### config.mk
export PLATFORM = sky130hd
export DESIGN_NAME = bridge_tx
export DESIGN_NICKNAME = d
export VERILOG_FILES = /design/src/rtl/bridge_pkg.sv /design/src/rtl/response_fifo.sv /design/src/rtl/bridge_tx.sv
export SDC_FILE = /design/constraint.sdc
export NUM_CORES = 1
export LEC_CHECK = 0
export ABC_CLOCK_PERIOD_IN_PS = 3000
export CAP_MARGIN = 10
export CORE_ASPECT_RATIO = 1.5
export CORE_MARGIN = 2
export CORE_UTILIZATION = 62
export CTS_CLUSTER_DIAMETER = 150
export DETAILED_ROUTE_END_ITERATION = 7
export DONT_BUFFER_PORTS = 1
export GPL_TIMING_DRIVEN = 0
export PLACE_DENSITY = 0.78
export SETUP_SLACK_MARGIN = 0.4
export SLEW_MARGIN = 20
export SYNTH_ARGS = -nofsm -noshare
export SYNTH_HDL_FRONTEND = slang
export SYNTH_SLANG_ARGS = --single-unit
### constraint.sdc
create_clock -name clk -period 3 [get_ports clk]
set_input_delay 0.3 -clock clk [delete_from_list [all_inputs] [get_ports clk]]
set_output_delay 0.3 -clock clk [all_outputs]
set_load 0.05 [all_outputs]
### src/rtl/bridge_pkg.sv
// Shared constants, FSM state type and ASCII hex helper for the bridge response path.
package bridge_pkg;

  localparam logic [7:0] PREAMBLE = 8'h4D;
  localparam logic [7:0] CR       = 8'h0D;
  localparam logic [7:0] LF       = 8'h0A;
  localparam int         MSG_LEN  = 7;

  typedef enum logic {
    IDLE = 1'b0,
    SEND = 1'b1
  } bridge_tx_state_t;

  function automatic logic [7:0] to_hex_ascii(input logic [3:0] nibble);
    if (nibble < 4'd10) begin
      return 8'h30 + {4'h0, nibble};
    end
    return 8'h37 + {4'h0, nibble};
  endfunction

endpackage

### src/rtl/response_fifo.sv
// Synchronous FIFO for queued read words; a push is accepted while full when a pop happens the same cycle.
module response_fifo #(
  parameter int WIDTH = 16,
  parameter int DEPTH = 4
) (
  input  logic             clk,
  input  logic             rst_n,
  input  logic             push_i,
  input  logic             pop_i,
  input  logic [WIDTH-1:0] wdata_i,
  output logic [WIDTH-1:0] rdata_o,
  output logic             full_o,
  output logic             empty_o
);

  localparam int AW = (DEPTH > 1) ? $clog2(DEPTH) : 1;

  logic [WIDTH-1:0] mem_q [DEPTH];
  logic [AW-1:0]    wr_ptr_q, rd_ptr_q;
  logic [AW:0]      count_q;
  logic             do_push, do_pop;

  assign full_o  = (count_q == (AW+1)'(DEPTH));
  assign empty_o = (count_q == '0);
  assign rdata_o = mem_q[rd_ptr_q];

  assign do_push = push_i && (!full_o || pop_i);
  assign do_pop  = pop_i && !empty_o;

  always_ff @(posedge clk) begin
    if (do_push) begin
      mem_q[wr_ptr_q] <= wdata_i;
    end
  end

  // Power-of-two depth lets the pointers wrap naturally.
  always_ff @(posedge clk) begin
    if (!rst_n) begin
      wr_ptr_q <= '0;
      rd_ptr_q <= '0;
      count_q  <= '0;
    end else begin
      if (do_push) wr_ptr_q <= wr_ptr_q + 1'b1;
      if (do_pop)  rd_ptr_q <= rd_ptr_q + 1'b1;
      case ({do_push, do_pop})
        2'b10:   count_q <= count_q + 1'b1;
        2'b01:   count_q <= count_q - 1'b1;
        default: count_q <= count_q;
      endcase
    end
  end

endmodule

### src/rtl/bridge_tx.sv
// Serializes each bus read into "M" + 4 hex digits + CR LF over a valid/ready byte stream.
// Optional read queue behind the active word is enabled by defining BRIDGE_TX_FIFO_EN.
module bridge_tx
  import bridge_pkg::*;
#(
  parameter int FIFO_DEPTH = 4
) (
  input  logic        clk,
  input  logic        rst_n,
  input  logic [15:0] addr_i,
  input  logic [15:0] wdata_i,
  input  logic [15:0] rdata_i,
  input  logic        rw_i,
  input  logic        valid_i,
  output logic [7:0]  data_o,
  output logic        valid_o,
  input  logic        ready_i,
  output logic        overflow_o
);

  // Byte stream: data_o is transferred on any cycle with valid_o && ready_i;
  // while valid_o is high and ready_i low, data_o and valid_o hold their values.

  localparam logic [2:0] LAST_IDX = 3'(MSG_LEN - 1);

  bridge_tx_state_t state_q, state_d;
  logic [15:0] word_q, word_d;
  logic [2:0]  idx_q, idx_d;
  logic [7:0]  data_q, data_d;
  logic        valid_q, valid_d;
  logic        overflow_q, overflow_d;

  logic        capture, xfer, last_xfer, free_slot;
  logic        load, drop;
  logic [15:0] load_word;
  logic        unused_ok;

  assign unused_ok = ^{addr_i, wdata_i, (FIFO_DEPTH > 0)};

  assign capture   = valid_i && !rw_i;
  assign xfer      = valid_q && ready_i;
  assign last_xfer = xfer && (idx_q == LAST_IDX);
  assign free_slot = (state_q == IDLE) || last_xfer;

  function automatic logic [7:0] msg_byte(input logic [15:0] w, input logic [2:0] idx);
    case (idx)
      3'd0:    return PREAMBLE;
      3'd1:    return to_hex_ascii(w[15:12]);
      3'd2:    return to_hex_ascii(w[11:8]);
      3'd3:    return to_hex_ascii(w[7:4]);
      3'd4:    return to_hex_ascii(w[3:0]);
      3'd5:    return CR;
      default: return LF;
    endcase
  endfunction

`ifdef BRIDGE_TX_FIFO_EN
  logic        fifo_push, fifo_pop, fifo_full, fifo_empty;
  logic [15:0] fifo_head;

  // Queue head wins over a same-cycle arrival, which then goes behind it.
  always_comb begin
    fifo_pop  = free_slot && !fifo_empty;
    fifo_push = capture && (free_slot ? !fifo_empty : !fifo_full);
    drop      = capture && !free_slot && fifo_full;
    load      = free_slot && (!fifo_empty || capture);
    load_word = fifo_empty ? rdata_i : fifo_head;
  end

  response_fifo #(
    .WIDTH (16),
    .DEPTH (FIFO_DEPTH)
  ) u_fifo (
    .clk     (clk),
    .rst_n   (rst_n),
    .push_i  (fifo_push),
    .pop_i   (fifo_pop),
    .wdata_i (rdata_i),
    .rdata_o (fifo_head),
    .full_o  (fifo_full),
    .empty_o (fifo_empty)
  );
`else
  always_comb begin
    load      = free_slot && capture;
    drop      = capture && !free_slot;
    load_word = rdata_i;
  end
`endif

  always_comb begin
    state_d = state_q;
    word_d  = word_q;
    idx_d   = idx_q;
    if (load) begin
      state_d = SEND;
      word_d  = load_word;
      idx_d   = '0;
    end else if (last_xfer) begin
      state_d = IDLE;
    end else if (xfer) begin
      idx_d = idx_q + 1'b1;
    end
    overflow_d = overflow_q || drop;
    valid_d    = (state_d == SEND);
    data_d     = valid_d ? msg_byte(word_d, idx_d) : 8'h00;
  end

  always_ff @(posedge clk) begin
    if (!rst_n) begin
      state_q    <= IDLE;
      word_q     <= '0;
      idx_q      <= '0;
      data_q     <= 8'h00;
      valid_q    <= 1'b0;
      overflow_q <= 1'b0;
    end else begin
      state_q    <= state_d;
      word_q     <= word_d;
      idx_q      <= idx_d;
      data_q     <= data_d;
      valid_q    <= valid_d;
      overflow_q <= overflow_d;
    end
  end

  assign data_o     = data_q;
  assign valid_o    = valid_q;
  assign overflow_o = overflow_q;

endmodule

==> metrics.txt, run 1 <==
Top-Level Pins 63; drt first pass iters 4; Post-synth EDFFs 0; CTS tree yes; GRT Residual Overflow 0; Max stage delay on crit path 0.84 ns; worst relative slew slack 0.475; hpwl dp 2.83 mm; worst hold margin 0.158 ns; share of cells above drive strength 1 0.114; Root Driver clkbuf_8; Hold WC Path Type input port to flop; Distinct cells, synth 46; Flop pwr share 0.504; chip height 67.8 um; Worst Path Buf+Inv 2; Post-Syn Nets 262; Worst Path Max Fanout 10; vias after detailed routing 1553; Sw Pwr 0.231 mW; Placed Cells incl. Taps 243; Area Growth Syn to Fin 8.84%; clk slew on worst S/H paths 0.09 ns; CTS Buf Count 3; H-tree levels 1; combinational power share 0.150; worst-skew pair later-pin latency 0.28 ns; leading area contributor after synthesis dfxtp_1; NumNets Final 268; ranking of synthesized cells by area dfxtp_1 (33%), nand2_1 (8.2%), a21boi_0 (4.9%), mux2i_1 (4.8%), nand2b_1 (4.1%); top cells by instance count after synthesis nand2_1 (37), dfxtp_1 (28), a21boi_0 (11), nand2b_1 (11), o21ai_0 (11); core area 2620 sq um; CP arrival 2.69 ns; total wire length 3.83 mm; Synth Warn # 0; CP max-delay cell dfxtp_1; Max Transition Viols Final 0; Worst VDD drop 0.000339 V; first-pass GRT wire length 5.97 mm; Synth top area share 0.333; Max Fclk 0.402 GHz; Pleak 0.636 nW; Final min period 2.49 ns; Seq/Total Area, Yosys 0.333; clock tree buffer depth 2; measured slew at the worst slew-check pin 0.786 ns; Cell Count, Final, Fillers Out 248; Top FF cell, synth dfxtp_1; die area 3160 sq um; Total GRT Usage 0.257; initial antenna violation count 0; CP startpoint kind flop; fin crit share 0.829; CP most frequent cell buf_4; Pint 0.622 mW; drt wl/cell 15.4 um; ant diodes 0; syn_area_per_cell 8.18 sq um; # rows 23; type of the worst setup path flop to flop; Post-DRT Antenna Nets 0; Die Span X 46.6 um; Syn Inst Count 206; run status finished clean; cell family with most CP delay flip-flops; 1st-iter DRT viols 69; pin count of the biggest net entering global routing 17; CP cell instances and2_1 -> buf_4 -> a21o_1 -> nand2_1 -> buf_4 -> nor3_1 -> a221oi_1 -> a31oi_1; MaxCap Viol Count 0; via/cell ratio 6.26; Routability Congestion 0.859; flops & latches, synth 28; PortBufs 0; Worst Skew 0.00544 ns; CTS sink cnt 28; Mapped Area 1680 sq um; effective utilization at floorplan 0.643; Final setup viols 0; PwrDens 465 nW/um^2; Critical Path End Type flop; WP data required 3.20 ns; DRC 0; count leader, synth nand2_1; TNS Setup 0 ns; vias in the first global route 1385; clock group share of total power 0.346; Hold Vio Cnt, Final 0; asr flop ratio synth 0; RSZ-0062 raised after global routing no; sw frac 0.271; total power 0.853 mW
==> path summary, 6_finish.rpt <==
path,start,endpoint,slack [ns],cells after the start
hold reg to reg,word_q[2],word_q[2],0.50,2
setup reg to reg,valid_o,data_o[3],0.51,8
setup / recovery,valid_o,data_o[3],0.51,8
hold / removal,rdata_i[7],word_q[7],0.16,2
==> worst reg2reg max path, stage by stage, from the launching register on <==
cell,delay (ns)
dfxtp_1,0.84
and2_1,0.24
buf_4,0.16
a21o_1,0.15
nand2_1,0.13
buf_4,0.20
nor3_1,0.33
a221oi_1,0.14
a31oi_1,0.22
==> sequential cells by signal, indices dropped and copies added (netlist names) <==
signal / cells
data_o: 7
idx_q: 3
overflow_o: 1
valid_o: 1
word_q: 16
==> logic make-up after synthesis <==
logic type | synth area share
simple gates | 0.283
compound gates | 0.221
flops | 0.333
buf+inv | 0.0379
mux | 0.0698
xor+xnor | 0.0312
fa+ha+maj | 0.0223
other cells | 0.00223
==> power groups by stage <==
| stage | clock (mW) | combinational, mW | sequential [mW] |
|---|---|---|---|
| floorplan | 0 | 0.0988 | 0.434 |
| global placement | 0 | 0.116 | 0.436 |
| detailed placement | 0 | 0.120 | 0.438 |
| CTS | 0.296 | 0.124 | 0.429 |
| global route | 0.311 | 0.140 | 0.433 |
| finish | 0.295 | 0.128 | 0.430 |
==> stage by stage <==
stage	util	worst slack [ns]	area [sq um]
floorplan	-	0.595	1680
global placement	0.661	0.193	1730
detailed placement	0.661	0.160	1730
CTS	0.692	0.426	1810
global route	0.700	0.428	1830
finish	0.700	0.514	1830
==> layout by cell type, fill, tap and decap left out, types with 4 or more instances in the layout <==
cell type	Yosys	routed
a21boi_0	11	11
nor2_1	7	7
a31oi_1	5	5
nor3b_1	4	4
nand2_1	37	37
nor2b_1	8	8
buf_4	4	5
dfxtp_1	28	28
a21oi_1	9	9
mux2i_1	8	7
o21ai_0	11	11
nand2b_1	11	11
nor3_1	8	8
==> metal layers <==
| metal | vias up | part of all wire | GRT usage |
|---|---|---|---|
| met1 | 722 | 0.40 | 0.307 |
| met4 | 0 | 0.036 | 0.139 |
| met3 | 17 | 0.050 | 0.0317 |
| met2 | 69 | 0.51 | 0.432 |
| met5 | - | 0 | 0 |
| li1 | 745 | - | - |
==> cell type report <==
cell class	count	area, sq um
timing repair buffer	1	7.51
multi-input combinational	166	1080
clock buffer	3	41.3
sequential	28	561
fill	214	786
clock inverter	1	30.0
buffer	10	62.6
inverter	2	8.76
tap	37	46.3
==> what timing repair did <==
item | in CTS | in global routing
hold buffers | 0 | 0
setup buffers | 1 | 0
hold endpoints to repair | 0 | 0
gates resized for setup | 2 | 4
setup endpoints to repair | 4 | 3
pin swaps | 1 | 0
(Power assumes the default switching activity.)
==> inputs of run 2 (changes only) <==
- ABC_CLOCK_PERIOD_IN_PS: 3000 -> 2300
- clock period: 3 -> 2.3 ns (I/O delays scaled with it)
==> run 2 against run 1 <==
Net effect:
- core utilization rose by 11 points
- critical path type unchanged
- largest power group unchanged
- critical endpoint is now data_o[1]
- hold slack got worse by 0.074 ns
- sequential share of layout area shrank 3.6 points
- sequential power is 30% higher
- setup slack worse by 0.28 ns
- via count rose by 5.5%
- largest cell class unchanged
- cell count rose by 3.6%
- total power up 37%
- clock-buffer cell count stayed put
==> metrics.txt, run 2 (same netlist as run 1, synthesis figures left out) <==
Final setup viols 0 (unchanged); H-tree levels 1 (unchanged); RSZ-0062 raised after global routing yes; Area Growth Syn to Fin 25.3%; Hold WC Path Type input port to flop; 1st-iter DRT viols 101 (+46%); vias in the first global route 1483 (+7.1%); core area 2620 sq um (unchanged); pin count of the biggest net entering global routing 17 (unchanged); Routability Congestion 0.838 (-2.5%); R2R depth 9 (+1); worst reg2reg startpoint idx_q[0]; Worst Setup EP data_o[1]; Layout fillers 177 (-17%); Max stage delay on crit path 0.36 ns (-0.48 ns); Worst Skew 0.00493 ns (-0.000510 ns); share of cells above drive strength 1 0.273 (+0.159); most frequent cells in the layout nand2_1 (35), dfxtp_1 (25), nand2b_1 (11), a21boi_0 (11); CP startpoint kind flop; CTS tree yes; Max Transition Viols Final 0 (unchanged); Hold-fix buffers, CTS 0 (unchanged); worst-skew pair later-pin latency 0.28 ns (about the same); worst reg-to-reg setup slack 0.24 ns (-0.28 ns); worst relative slew slack 0.633 (+0.158); ant diodes 0 (unchanged); Die Span X 46.6 um (unchanged); dpl ws -0.0706 ns (-0.231 ns); Post-DRT Antenna Nets 0 (unchanged); number of flip-flops in the largest register 16 (unchanged); DRC 0 (unchanged); met2 Use GR 0.464 (+0.0313); Worst Path Max Fanout 3 (-7); via/cell ratio 6.37 (+1.8%); total wire length 4.41 mm (+15%); Total GRT Usage 0.294 (+0.0367); NumNets Final 277 (+3.4%); effective utilization at floorplan 0.643 (unchanged); # rows 23 (unchanged); hpwl dp 2.84 mm (+0.37%); Final min period 2.06 ns (-0.424 ns); Max Fclk 0.485 GHz (+21%); final setup margin 0.238 ns (-0.276 ns); Cell Count, Final, Fillers Out 257 (+3.6%); run status finished clean; critical path startpoint idx_q[0]; GRT Residual Overflow 0 (unchanged); Critical Path End Type flop; PortBufs 0 (unchanged); Root Driver clkbuf_8; CTS sink cnt 28 (unchanged); met3 usage 0.0369 (+0.00528); clk slew on worst S/H paths 0.10 ns (about the same); instance count on the critical path 9 (+1); post-layout util 0.806 (+0.106); fin crit share 0.896 (+0.0677); first-pass GRT wire length 6.78 mm (+14%); type of the worst setup path flop to flop; Largest Register word_q; CP max-delay cell dfxtp_4; Placed Cells incl. Taps 243 (unchanged); TNS Setup 0 ns (unchanged); PwrDens 554 nW/um^2 (+19%); drt first pass iters 5 (+1); cell family with most CP delay compound AO/OA/AOI/OAI gates; Pleak 0.726 nW (+14%); measured slew at the worst slew-check pin 0.535 ns (-0.252 ns); Most Crowded Layer GR met2; WP data required 2.47 ns (-0.73 ns); CP cell instances clkinv_4 -> ha_4 -> nand3_4 -> a21oi_4 -> buf_6 -> mux2i_2 -> mux2_4 -> a2111oi_4 -> a21oi_2; CP arrival 2.23 ns (-0.46 ns); GR Layer Usage met1 0.373 (+0.0668); most common library cell in the layout ignoring fill and taps nand2_1; chip height 67.8 um (unchanged); clock tree buffer depth 2 (unchanged); MaxCap Viol Count 0 (unchanged); CTS Buf Count 3 (unchanged); die area 3160 sq um (unchanged); Hold Vio Cnt, Final 0 (unchanged); reg-to-reg endpoint data_o[1]; Worst Path Buf+Inv 2 (unchanged); vias after detailed routing 1638 (+5.5%); Worst VDD drop 0.000645 V (+90%); drt wl/cell 17.2 um (+11%); initial antenna violation count 0 (unchanged); Top-Level Pins 63 (unchanged)
[run 2: cell count changes in the layout (fill, tap and decap cells not counted), moves of 3 or more]
cell | before | now
buf_4 | 5 | 10
mux2i_1 | 7 | 3
nor3_1 | 8 | 4
buf_6 | 1 | 4
dfxtp_1 | 28 | 25
nor3_2 | 1 | 4
[run 2: cell type report]
cell class / count / area, sq um / share of cell area
tap: 37 / 46.3 / 0.0219
multi-input combinational: 166 / 1250 / 0.594
timing repair buffer: 10 / 82.6 / 0.0391
sequential: 28 / 569 / 0.270
buffer: 10 / 75.1 / 0.0356
clock buffer: 3 / 41.3 / 0.0196
clock inverter: 1 / 30.0 / 0.0142
inverter: 2 / 12.5 / 0.00593
[run 2: through the flow]
stage	power, mW	hold WS [ns]	cell area (sq um)
detailed placement	0.733	0.387	1760
finish	1.17	0.0837	2110
floorplan	0.699	0.375	1710
CTS	1.14	0.0907	2050
global route	1.21	0.0877	2110
global placement	0.726	0.377	1760
[run 2: power by group]
group	switching, mW	leakage [nW]	internal, mW	total, mW
logic	0.124	0.460	0.100	0.224
clock network	0.153	0.0357	0.233	0.386
registers	0.0522	0.230	0.508	0.560
total	0.329	0.726	0.841	1.17
[run 2: metal layers]
metal  part of all wire  wire length (um)
met1               0.39              1740
met2               0.50              2220
met3              0.057               251
met4              0.046               204
met5                  0                 0
[run 2: worst min path at each step]
stage | from | end | slack [ns] | cells after the start
2_1_floorplan | rdata_i[0] | word_q[0] | 0.37 | 2
3_3_place_gp | rdata_i[6] | word_q[6] | 0.38 | 2
3_5_place_dp | rdata_i[11] | word_q[11] | 0.39 | 2
4_1_cts | rdata_i[10] | word_q[10] | 0.09 | 2
5_1_grt | rdata_i[6] | word_q[6] | 0.09 | 2
6_report | rdata_i[7] | word_q[7] | 0.08 | 2
[run 2: repair_timing]
| action | 4_1_cts | 5_1_grt |
|---|---|---|
| resized for setup | 32 | 12 |
| setup endpoints to repair | 10 | 9 |
| pin swaps | 13 | 5 |
| setup buffers | 9 | 1 |
==> inputs of run 3 (changes only) <==
- ABC_CLOCK_PERIOD_IN_PS: 2300 -> 2530
- CORE_UTILIZATION: 62 -> 65
- PLACE_DENSITY: 0.78 -> 0.83
- clock period: 2.3 -> 2.53 ns (I/O delays scaled with it)
==> run 3 against run 2 <==
Net effect:
- sequential cell count stayed put
- register-to-register slack improved by 0.15 ns
- clock skew increased by 0.00099 ns
- via count decreased by 2.0%
- critical endpoint unchanged
- largest cell class unchanged
==> metrics.txt, run 3 (same netlist as run 1, synthesis figures left out) <==
ant diodes 0 (unchanged); Worst Skew 0.00592 ns (+0.000988 ns); Pleak 0.696 nW (-4.2%); hpwl dp 2.73 mm (-3.8%); H-tree levels 1 (unchanged); Hold WC Path Type input port to flop; core area 2450 sq um (-6.4%); share of cells above drive strength 1 0.233 (-0.0399); Flop pwr share 0.514 (+0.036); post-layout util 0.818 (+0.0122); Total GRT Usage 0.263 (-0.0308); Die Span X 45.6 um (-2.1%); most frequent cells in the layout nand2_1 (36), dfxtp_1 (24), nand2b_1 (11), a21boi_0 (11), buf_4 (10); Post-DRT Antenna Nets 0 (unchanged); type of the worst setup path flop to flop; Final min period 2.14 ns (+0.0827 ns); most common library cell in the layout ignoring fill and taps nand2_1; Hold Vio Cnt, Final 0 (unchanged); effective utilization at floorplan 0.687 (+0.0443); total wire length 4.30 mm (-2.6%); fin crit share 0.848 (-0.0488); # rows 22 (-4.3%); NumNets Final 276 (-0.36%); CP arrival 2.38 ns (+0.15 ns); GRT Residual Overflow 0 (unchanged); measured slew at the worst slew-check pin 0.540 ns (+0.00539 ns); Sw Pwr 0.285 mW (-13%); die area 3020 sq um (-4.3%); clk slew on worst S/H paths 0.15 ns (+0.05 ns); clock tree buffer depth 2 (unchanged); Routability Congestion 0.876 (+4.5%); run status finished clean; Layout fillers 156 (-12%); Largest Register word_q; WP data required 2.77 ns (+0.30 ns); WHS Path Cells 2 (unchanged); Worst Path Max Fanout 5 (+2); 1st-iter DRT viols 76 (-25%); sw frac 0.287 (+0.00579); Pint 0.708 mW (-16%); drt wl/cell 17.7 um (+3.0%); CTS tree yes; vias after detailed routing 1606 (-2.0%); pin count of the biggest net entering global routing 17 (unchanged); clock group share of total power 0.295 (-0.035); Max Fclk 0.466 GHz (-3.9%); initial antenna violation count 0 (unchanged); via/cell ratio 6.61 (+3.7%); chip height 66.3 um (-2.2%); Area Growth Syn to Fin 19.0%; R2R depth 9 (unchanged); RSZ-0062 raised after global routing yes; first-pass GRT wire length 5.98 mm (-12%); worst relative slew slack 0.636 (+0.00280); vias in the first global route 1414 (-4.7%); Critical Path End Type flop; Top-Level Pins 63 (unchanged); Final setup viols 0 (unchanged); combinational power share 0.191 (about the same); CP startpoint kind flop; CTS sink cnt 28 (unchanged); Hold-fix buffers, CTS 0 (unchanged); MaxCap Viol Count 0 (unchanged); PwrDens 495 nW/um^2 (-11%); PortBufs 0 (unchanged); DRC 0 (unchanged); Max Transition Viols Final 0 (unchanged); total power 0.993 mW (-15%); drt first pass iters 4 (-1); worst-skew pair later-pin latency 0.33 ns (+0.05 ns); Root Driver clkbuf_4; CTS Buf Count 3 (unchanged); number of flip-flops in the largest register 16 (unchanged); TNS Setup 0 ns (unchanged); Worst VDD drop 0.000392 V (-39%)
[run 3: cell count changes in the layout (fill, tap and decap cells not counted), moves of 2 or more]
cell	change
clkbuf_4	+3
clkbuf_8	-3
nor3_1	+2
nor3_2	-2
nor4_1	+2
nor4_2	-2
[run 3: per-stage QoR]
step	hold WS (ns)	instance area, sq um	setup slack (ns)	cells
after detailed placement	0.409	1740	0.101	230
final	0.0406	2000	0.386	243
after global routing	0.0302	2000	0.311	243
after CTS	0.0391	1850	0.281	238
after global placement	0.401	1740	0.118	230
after floorplan	0.398	1710	0.410	206
[run 3: timing repair]
| action | 4_1_cts | 5_1_grt |
|---|---|---|
| buffers inserted | 4 | 5 |
| pin swaps | 1 | 8 |
| resized for setup | 8 | 27 |
| endpoints found under the setup margin | 7 | 7 |
[run 3: worst max-delay path, stage by stage (launching register included)]
cell       delay, ns
dfxtp_4         0.39
inv_8           0.06
ha_4            0.15
nand3_4         0.08
a21oi_4         0.19
buf_6           0.16
mux2i_2         0.23
mux2_4          0.35
a2111oi_4       0.34
a21oi_2         0.10
[run 3: worst paths after layout]
kind	start	endpoint	slack, ns
max	idx_q[0]	data_o[1]	0.39
min	rdata_i[7]	word_q[7]	0.04
max reg2reg	idx_q[0]	data_o[1]	0.39
min reg2reg	word_q[11]	word_q[11]	0.51
[run 3: power by group through the flow]
stage          Sequential [mW]  Clock (mW)  Combinational, mW
3_5_place_dp             0.519           0              0.145
2_1_floorplan            0.515           0              0.120
3_3_place_gp             0.518           0              0.140
4_1_cts                  0.509       0.296              0.156
6_report                 0.510       0.293              0.190
5_1_grt                  0.513       0.316              0.205
[run 3: layer usage]
metal / vias up / routed length (um) / GRT usage
met5: - / 0 / 0
met4: 0 / 144 / 0.136
met3: 14 / 276 / 0.0328
met2: 85 / 2230 / 0.430
met1: 748 / 1640 / 0.323
li1: 759 / - / -
[run 3: layout make-up]
cell class / count / area [sq um] / area share
multi-input combinational: 166 / 1190 / 0.592
sequential: 28 / 571 / 0.285
tap: 24 / 30.0 / 0.0150
buffer: 10 / 75.1 / 0.0375
clock inverter: 1 / 30.0 / 0.0150
timing repair buffer: 9 / 75.1 / 0.0375
inverter: 2 / 15.0 / 0.00749
clock buffer: 3 / 22.5 / 0.0112
